--- src/rtl/seq_mult_handshake_if.sv ---
// Start/done handshake bundle for seq_mult_handshake.
// The master side is the requester; the slave side is the multiplier.
interface seq_mult_handshake_if #(
    parameter int unsigned WIDTH = 18
);
    logic                 calc_start;
    logic [WIDTH-1:0]     dataa;
    logic [WIDTH-1:0]     datab;
    logic [2*WIDTH-1:0]   result;
    logic                 done;
    logic                 busy;

    modport master (
        output calc_start, dataa, datab,
        input  result, done, busy
    );

    modport slave (
        input  calc_start, dataa, datab,
        output result, done, busy
    );
endinterface

--- src/rtl/seq_mult_handshake.sv ---
// Iterative unsigned WIDTH x WIDTH multiplier behind a level start/done handshake.
// Radix-2 by default; define SEQ_MULT_RADIX4_EN to retire two multiplier bits per edge.
module seq_mult_handshake #(
    parameter int unsigned WIDTH = 18
) (
    input  logic                  CLK,
    input  logic                  RST,
    seq_mult_handshake_if.slave   bus
);

`ifdef SEQ_MULT_RADIX4_EN
    localparam int unsigned IterBits = 2;
`else
    localparam int unsigned IterBits = 1;
`endif
    localparam int unsigned Iters  = WIDTH / IterBits;
    localparam int unsigned CountW = $clog2(Iters);
    localparam int unsigned ProdW  = 2 * WIDTH;

    typedef enum logic [1:0] {StIdle, StRun, StDone} state_e;

    state_e              state_q, state_d;
    logic [WIDTH-1:0]    ma_q, ma_d;
    logic [WIDTH-1:0]    mb_q, mb_d;
    logic [ProdW-1:0]    acc_q, acc_d;
    logic [CountW-1:0]   count_q, count_d;
    logic [ProdW-1:0]    result_q, result_d;
    logic                done_q, done_d;

    logic [ProdW-1:0]    ma_ext;
    logic [ProdW-1:0]    addend;
    logic [ProdW-1:0]    acc_sum;
    logic [CountW:0]     shamt;

    // Partial product for the multiplier digit currently at the bottom of mb_q.
    always_comb begin
        ma_ext = {{WIDTH{1'b0}}, ma_q};
`ifdef SEQ_MULT_RADIX4_EN
        shamt  = {count_q, 1'b0};
        addend = (ma_ext * {{(ProdW-2){1'b0}}, mb_q[1:0]}) << shamt;
`else
        shamt  = {1'b0, count_q};
        addend = mb_q[0] ? (ma_ext << shamt) : '0;
`endif
        acc_sum = acc_q + addend;
    end

    always_comb begin
        state_d  = state_q;
        ma_d     = ma_q;
        mb_d     = mb_q;
        acc_d    = acc_q;
        count_d  = count_q;
        result_d = result_q;
        done_d   = done_q;

        unique case (state_q)
            StIdle: begin
                if (bus.calc_start) begin
                    ma_d    = bus.dataa;
                    mb_d    = bus.datab;
                    acc_d   = '0;
                    count_d = '0;
                    state_d = StRun;
                end
            end
            StRun: begin
                if (!bus.calc_start) begin
                    // Abort: partial accumulator is simply abandoned.
                    state_d = StIdle;
                end else begin
                    acc_d   = acc_sum;
                    mb_d    = mb_q >> IterBits;
                    count_d = count_q + CountW'(1);
                    if (count_q == CountW'(Iters - 1)) begin
                        result_d = acc_sum;
                        done_d   = 1'b1;
                        state_d  = StDone;
                    end
                end
            end
            StDone: begin
                if (!bus.calc_start) begin
                    done_d  = 1'b0;
                    state_d = StIdle;
                end
            end
            default: state_d = StIdle;
        endcase
    end

    always_ff @(posedge CLK) begin
        if (!RST) begin
            state_q  <= StIdle;
            ma_q     <= '0;
            mb_q     <= '0;
            acc_q    <= '0;
            count_q  <= '0;
            result_q <= '0;
            done_q   <= 1'b0;
        end else begin
            state_q  <= state_d;
            ma_q     <= ma_d;
            mb_q     <= mb_d;
            acc_q    <= acc_d;
            count_q  <= count_d;
            result_q <= result_d;
            done_q   <= done_d;
        end
    end

    assign bus.result = result_q;
    assign bus.done   = done_q;
    assign bus.busy   = (state_q == StRun);

endmodule
--- src/flat_wrapper.sv ---
// flat-port wrapper written by rule: the top's interface ports become plain ports
module seq_mult_handshake_flat 
#(
    parameter int unsigned WIDTH = 18
)
  (CLK, RST, bus_calc_start, bus_dataa, bus_datab, bus_result, bus_done, bus_busy);
  seq_mult_handshake_if #(.WIDTH(WIDTH)) bus_i ();
  input  logic CLK;
  input  logic RST;
  input wire logic [$bits(bus_i.calc_start)-1:0] bus_calc_start;
  input wire logic [$bits(bus_i.dataa)-1:0] bus_dataa;
  input wire logic [$bits(bus_i.datab)-1:0] bus_datab;
  output wire logic [$bits(bus_i.result)-1:0] bus_result;
  output wire logic [$bits(bus_i.done)-1:0] bus_done;
  output wire logic [$bits(bus_i.busy)-1:0] bus_busy;
  assign bus_i.calc_start = bus_calc_start;
  assign bus_i.dataa = bus_dataa;
  assign bus_i.datab = bus_datab;
  assign bus_result = bus_i.result;
  assign bus_done = bus_i.done;
  assign bus_busy = bus_i.busy;
  seq_mult_handshake #(.WIDTH(WIDTH)) u_core (.CLK(CLK), .RST(RST), .bus(bus_i));
endmodule
--- config.mk ---
export PLATFORM = sky130hd
export DESIGN_NAME = seq_mult_handshake_flat
export DESIGN_NICKNAME = d
export VERILOG_FILES = /design/src/rtl/seq_mult_handshake_if.sv /design/src/rtl/seq_mult_handshake.sv /design/src/flat_wrapper.sv
export SDC_FILE = /design/constraint.sdc
export NUM_CORES = 1
export LEC_CHECK = 0
export BUFFER_PORTS_ARGS = -buffer_cell sky130_fd_sc_hd__buf_4
export CELL_PAD_IN_SITES_DETAIL_PLACEMENT = 2
export CELL_PAD_IN_SITES_GLOBAL_PLACEMENT = 2
export CORE_ASPECT_RATIO = 1.5
export CORE_MARGIN = 2
export CORE_UTILIZATION = 35
export DETAILED_ROUTE_END_ITERATION = 10
export MAX_ROUTING_LAYER = met4
export PLACE_DENSITY = 0.83
export SYNTH_ARGS = -nofsm -noshare
export SYNTH_HDL_FRONTEND = slang
export SYNTH_SLANG_ARGS = --single-unit
export TNS_END_PERCENT = 20
--- constraint.sdc ---
create_clock -name CLK -period 12.37 [get_ports CLK]
set_input_delay 3.0925 -clock CLK [delete_from_list [all_inputs] [get_ports CLK]]
set_output_delay 3.0925 -clock CLK [all_outputs]
set_load 0.005 [all_outputs]
==> impl_results.md <==
- R2R setup slack: 7.15 ns
- CTS buffer count: 17
- Overflow after GRT: 0
- Crit. End Element: flip-flop
- Slew headroom: 20.93%
- Core Util, Final: 41.97%
- CTS tree: done
- GPL Wtd Cong: 0.8991
- Clock share of power: 52.0%
- Post-CTS Setup Bufs: 0
- Startpoint types: input pin
- Cell total after placement: 1,274
- Mapped Avg Cell Area: 7.636 µm²
- Worst clock skew: 0.009180 ns
- Vias: 7,551
- Clock Tree Root: clkbuf_16
- Seq/Total Area, Yosys: 30.91%
- Worst path required time: 12.74 ns
- Share of synthesized flip-flops with an asynchronous set or reset: 0%
- Final setup margin: 6.735 ns
- Nets: 1,102
- Vias per cell: 5.791
- Initial Utilization: 35.67%
- Netlist cell types: 68
- WL/cell: 20.59 µm
- CP max FO: 32
- Post-CTS resize count: 0
- Die ar.: 22,680 µm²
- Vias in the first global route: 8,055
- Internal power: 0.7305 mW
- Routed WL: 26,840 µm
- Ys Warns: 0
- Reg2reg end: u_core.bus.result[35]
- Psw: 0.2359 mW
- Crit Path Class: input pin to flip-flop
- Clock sink count: 116
- Skew-Pair Late Insertion Delay: 0.44 ns
- Fin. Hold Viols: 0
- H-tree depth: 4
- Fill cell count: 2,420
- Leakage: 3.785 nW
- PD cells: 109.3 nW/µm²
- Crit path time final: 5.635 ns
- Layout cell share with drive strength beyond 1: 13.61%
- First-pass GRT wire length: 43,400 µm
- Reg power frac: 40.3%
- Core area: 21,060 µm²
- FF+latch count, synth: 116
- Min-Delay Path Class: flip-flop to flip-flop
- Buffers added on ports: 76
- Die W: 123.6 µm
- Post-DP HPWL: 19,710 µm
- Initial antenna violation count: 0
- Worst slew pin tran: 1.182 ns
- Iteration-0 DRC Markers: 337
- Pre-CTS WS: 6.322 ns
- DRC errors left: 0
- Worst Setup SP: bus_calc_start
- Post-synth EDFFs: 0
- Finished Layout Cells: 1,304
- Mapped Cells: 984
- Reg2reg start: u_core.count_q[2]
- GRT Util Overall: 25.47%
- Status: completed
- Mapped cell area: 7513 µm²
- Chip height: 183.4 µm
- Ant. Diodes: 0
- Logic pwr share: 7.7%
- R2R cell count: 14
- TNS Setup: 0 ns
- Worst VDD drop: 85.45 µV
- Rows: 65
- DR pass1 iterations: 4
- I/O pins: 77
- Clk pin slew, worst setup/hold paths: 0.06 ns
- Period utilisation layout: 45.55%
- Maxcap violations: 0
- Switch share: 24.41%
- Max Clock Freq: 0.1775 GHz
- Syn Nets: 1,061
- Unrepaired setup endpoints after global routing: no
- Pin count of the biggest net entering global routing: 59
- Top FF cell, synth: dfxtp_1
- Antenna viol nets, final: 0
- Cts hold-fix bufs: 0
- Area delta synth->final: 17.67%
- # setup viols final: 0
- Largest buffer count on any clock path: 2
- CP endpoint: u_core.bus.result[33]
- Data arrival, critical path: 6.00 ns
- Slew Viols, Final: 0
state kept, by name (all words and copies together) (netlist names):
register / flops
u_core.acc_q: 36
u_core.count_q: 5
u_core.mb_q: 18
u_core.ma_q: 18
u_core.state_q: 2
u_core.bus.result: 36
u_core.bus.done: 1
Yosys cell counts, drive strengths merged, types with 9 or more instances:
library cell  number  area, µm²
nand2            154      578.1
dfxtp            116       2322
a21oi             89      452.9
nor2              89      334.1
clkbuf            58      219.0
o21ai             58      290.3
mux2i             42      420.4
nand3             39      205.2
ha                37      462.9
a21o              24      180.2
a211oi            23      172.7
a22oi             18      135.1
inv               17      63.81
and2              16      100.1
nor2b             15      93.84
nand4             13      81.33
xor2              13      113.9
and3              12      75.07
o22ai             10      62.56
mux2               9      101.4
nor3               9      45.04
routing by layer:
| metal | global-route usage (%) | routed length, µm | vias to the layer above |
|---|---|---|---|
| met4 | 11.82 | 929 | 0 |
| met2 | 45.74 | 14620 | 110 |
| li1 | - | - | 3625 |
| met5 | - | 0 | - |
| met3 | 3.133 | 492 | 52 |
| met1 | 27.34 | 10800 | 3764 |
cell type report:
| cell class | count | area (µm²) | area share, % |
|---|---|---|---|
| flip-flops and latches | 116 | 2322 | 26.27 |
| repair buffers | 88 | 660.6 | 7.472 |
| well taps | 268 | 335.3 | 3.793 |
| inverters | 18 | 67.56 | 0.7642 |
| clock inverters | 4 | 70.07 | 0.7925 |
| multi-input cells | 784 | 4876 | 55.15 |
| clock buffers | 26 | 509.2 | 5.760 |
how the worst min path moves through the flow:
stage | cells after the start | endpoint | start
detailed placement | 2 | u_core.bus.result[5] | u_core.bus.result[5]
global placement | 2 | u_core.bus.result[22] | u_core.bus.result[22]
finish | 2 | u_core.bus.result[5] | u_core.bus.result[5]
global route | 2 | u_core.bus.result[11] | u_core.bus.result[11]
floorplan | 2 | u_core.mb_q[17] | u_core.mb_q[17]
CTS | 2 | u_core.bus.result[5] | u_core.bus.result[5]
power by group through the flow:
stage          Combinational [mW]  Sequential [mW]  Clock (mW)
2_1_floorplan              0.0481            0.394           0
3_3_place_gp               0.0727            0.396           0
3_5_place_dp               0.0747            0.397           0
4_1_cts                    0.0755            0.389       0.509
5_1_grt                    0.0830            0.390       0.523
6_report                   0.0748            0.389       0.503
critical path, cell delays in order:
cell and delay, ns:
buf_4 0.10, nand2b_1 0.05, buf_4 0.23, nor2_1 0.92, nand3_2 0.49, buf_4 0.40, or4_1 0.49, a31oi_1 0.17
metrics by stage:
| step | hold slack [ns] | instance area, µm² | total power [mW] |
|---|---|---|---|
| 2_1_floorplan | 0.4312 | 7513 | 0.4419 |
| 3_3_place_gp | 0.4444 | 8262 | 0.4690 |
| 3_5_place_dp | 0.4572 | 8262 | 0.4717 |
| 4_1_cts | 0.4645 | 8841 | 0.9734 |
| 5_1_grt | 0.4857 | 8841 | 0.9968 |
| 6_report | 0.4589 | 8841 | 0.9664 |
cells by family after synthesis:
family | count (synthesis) | synth area share (%)
compound gates | 288 | 24.46
xor+xnor | 21 | 2.448
fa+ha+maj | 38 | 6.428
buf+inv | 84 | 4.230
flops | 116 | 30.91
mux | 54 | 7.843
simple gates | 383 | 23.68
cell usage in the layout (no fill, tap or decap), drive strengths merged, types with 8 or more instances in the layout:
master	n
clkbuf	26
o21ai	58
nor2b	15
nand4	13
and3	12
buf	88
a21oi	89
a31oi	8
a21boi	8
mux2	9
nor2	89
nand2	154
a21o	24
xnor2	8
xor2	13
o22ai	10
and2	16
ha	37
mux2i	42
nand3	39
nor3	9
dfxtp	116
a22oi	18
a211oi	23
inv	18
(Power assumes the default switching activity.)
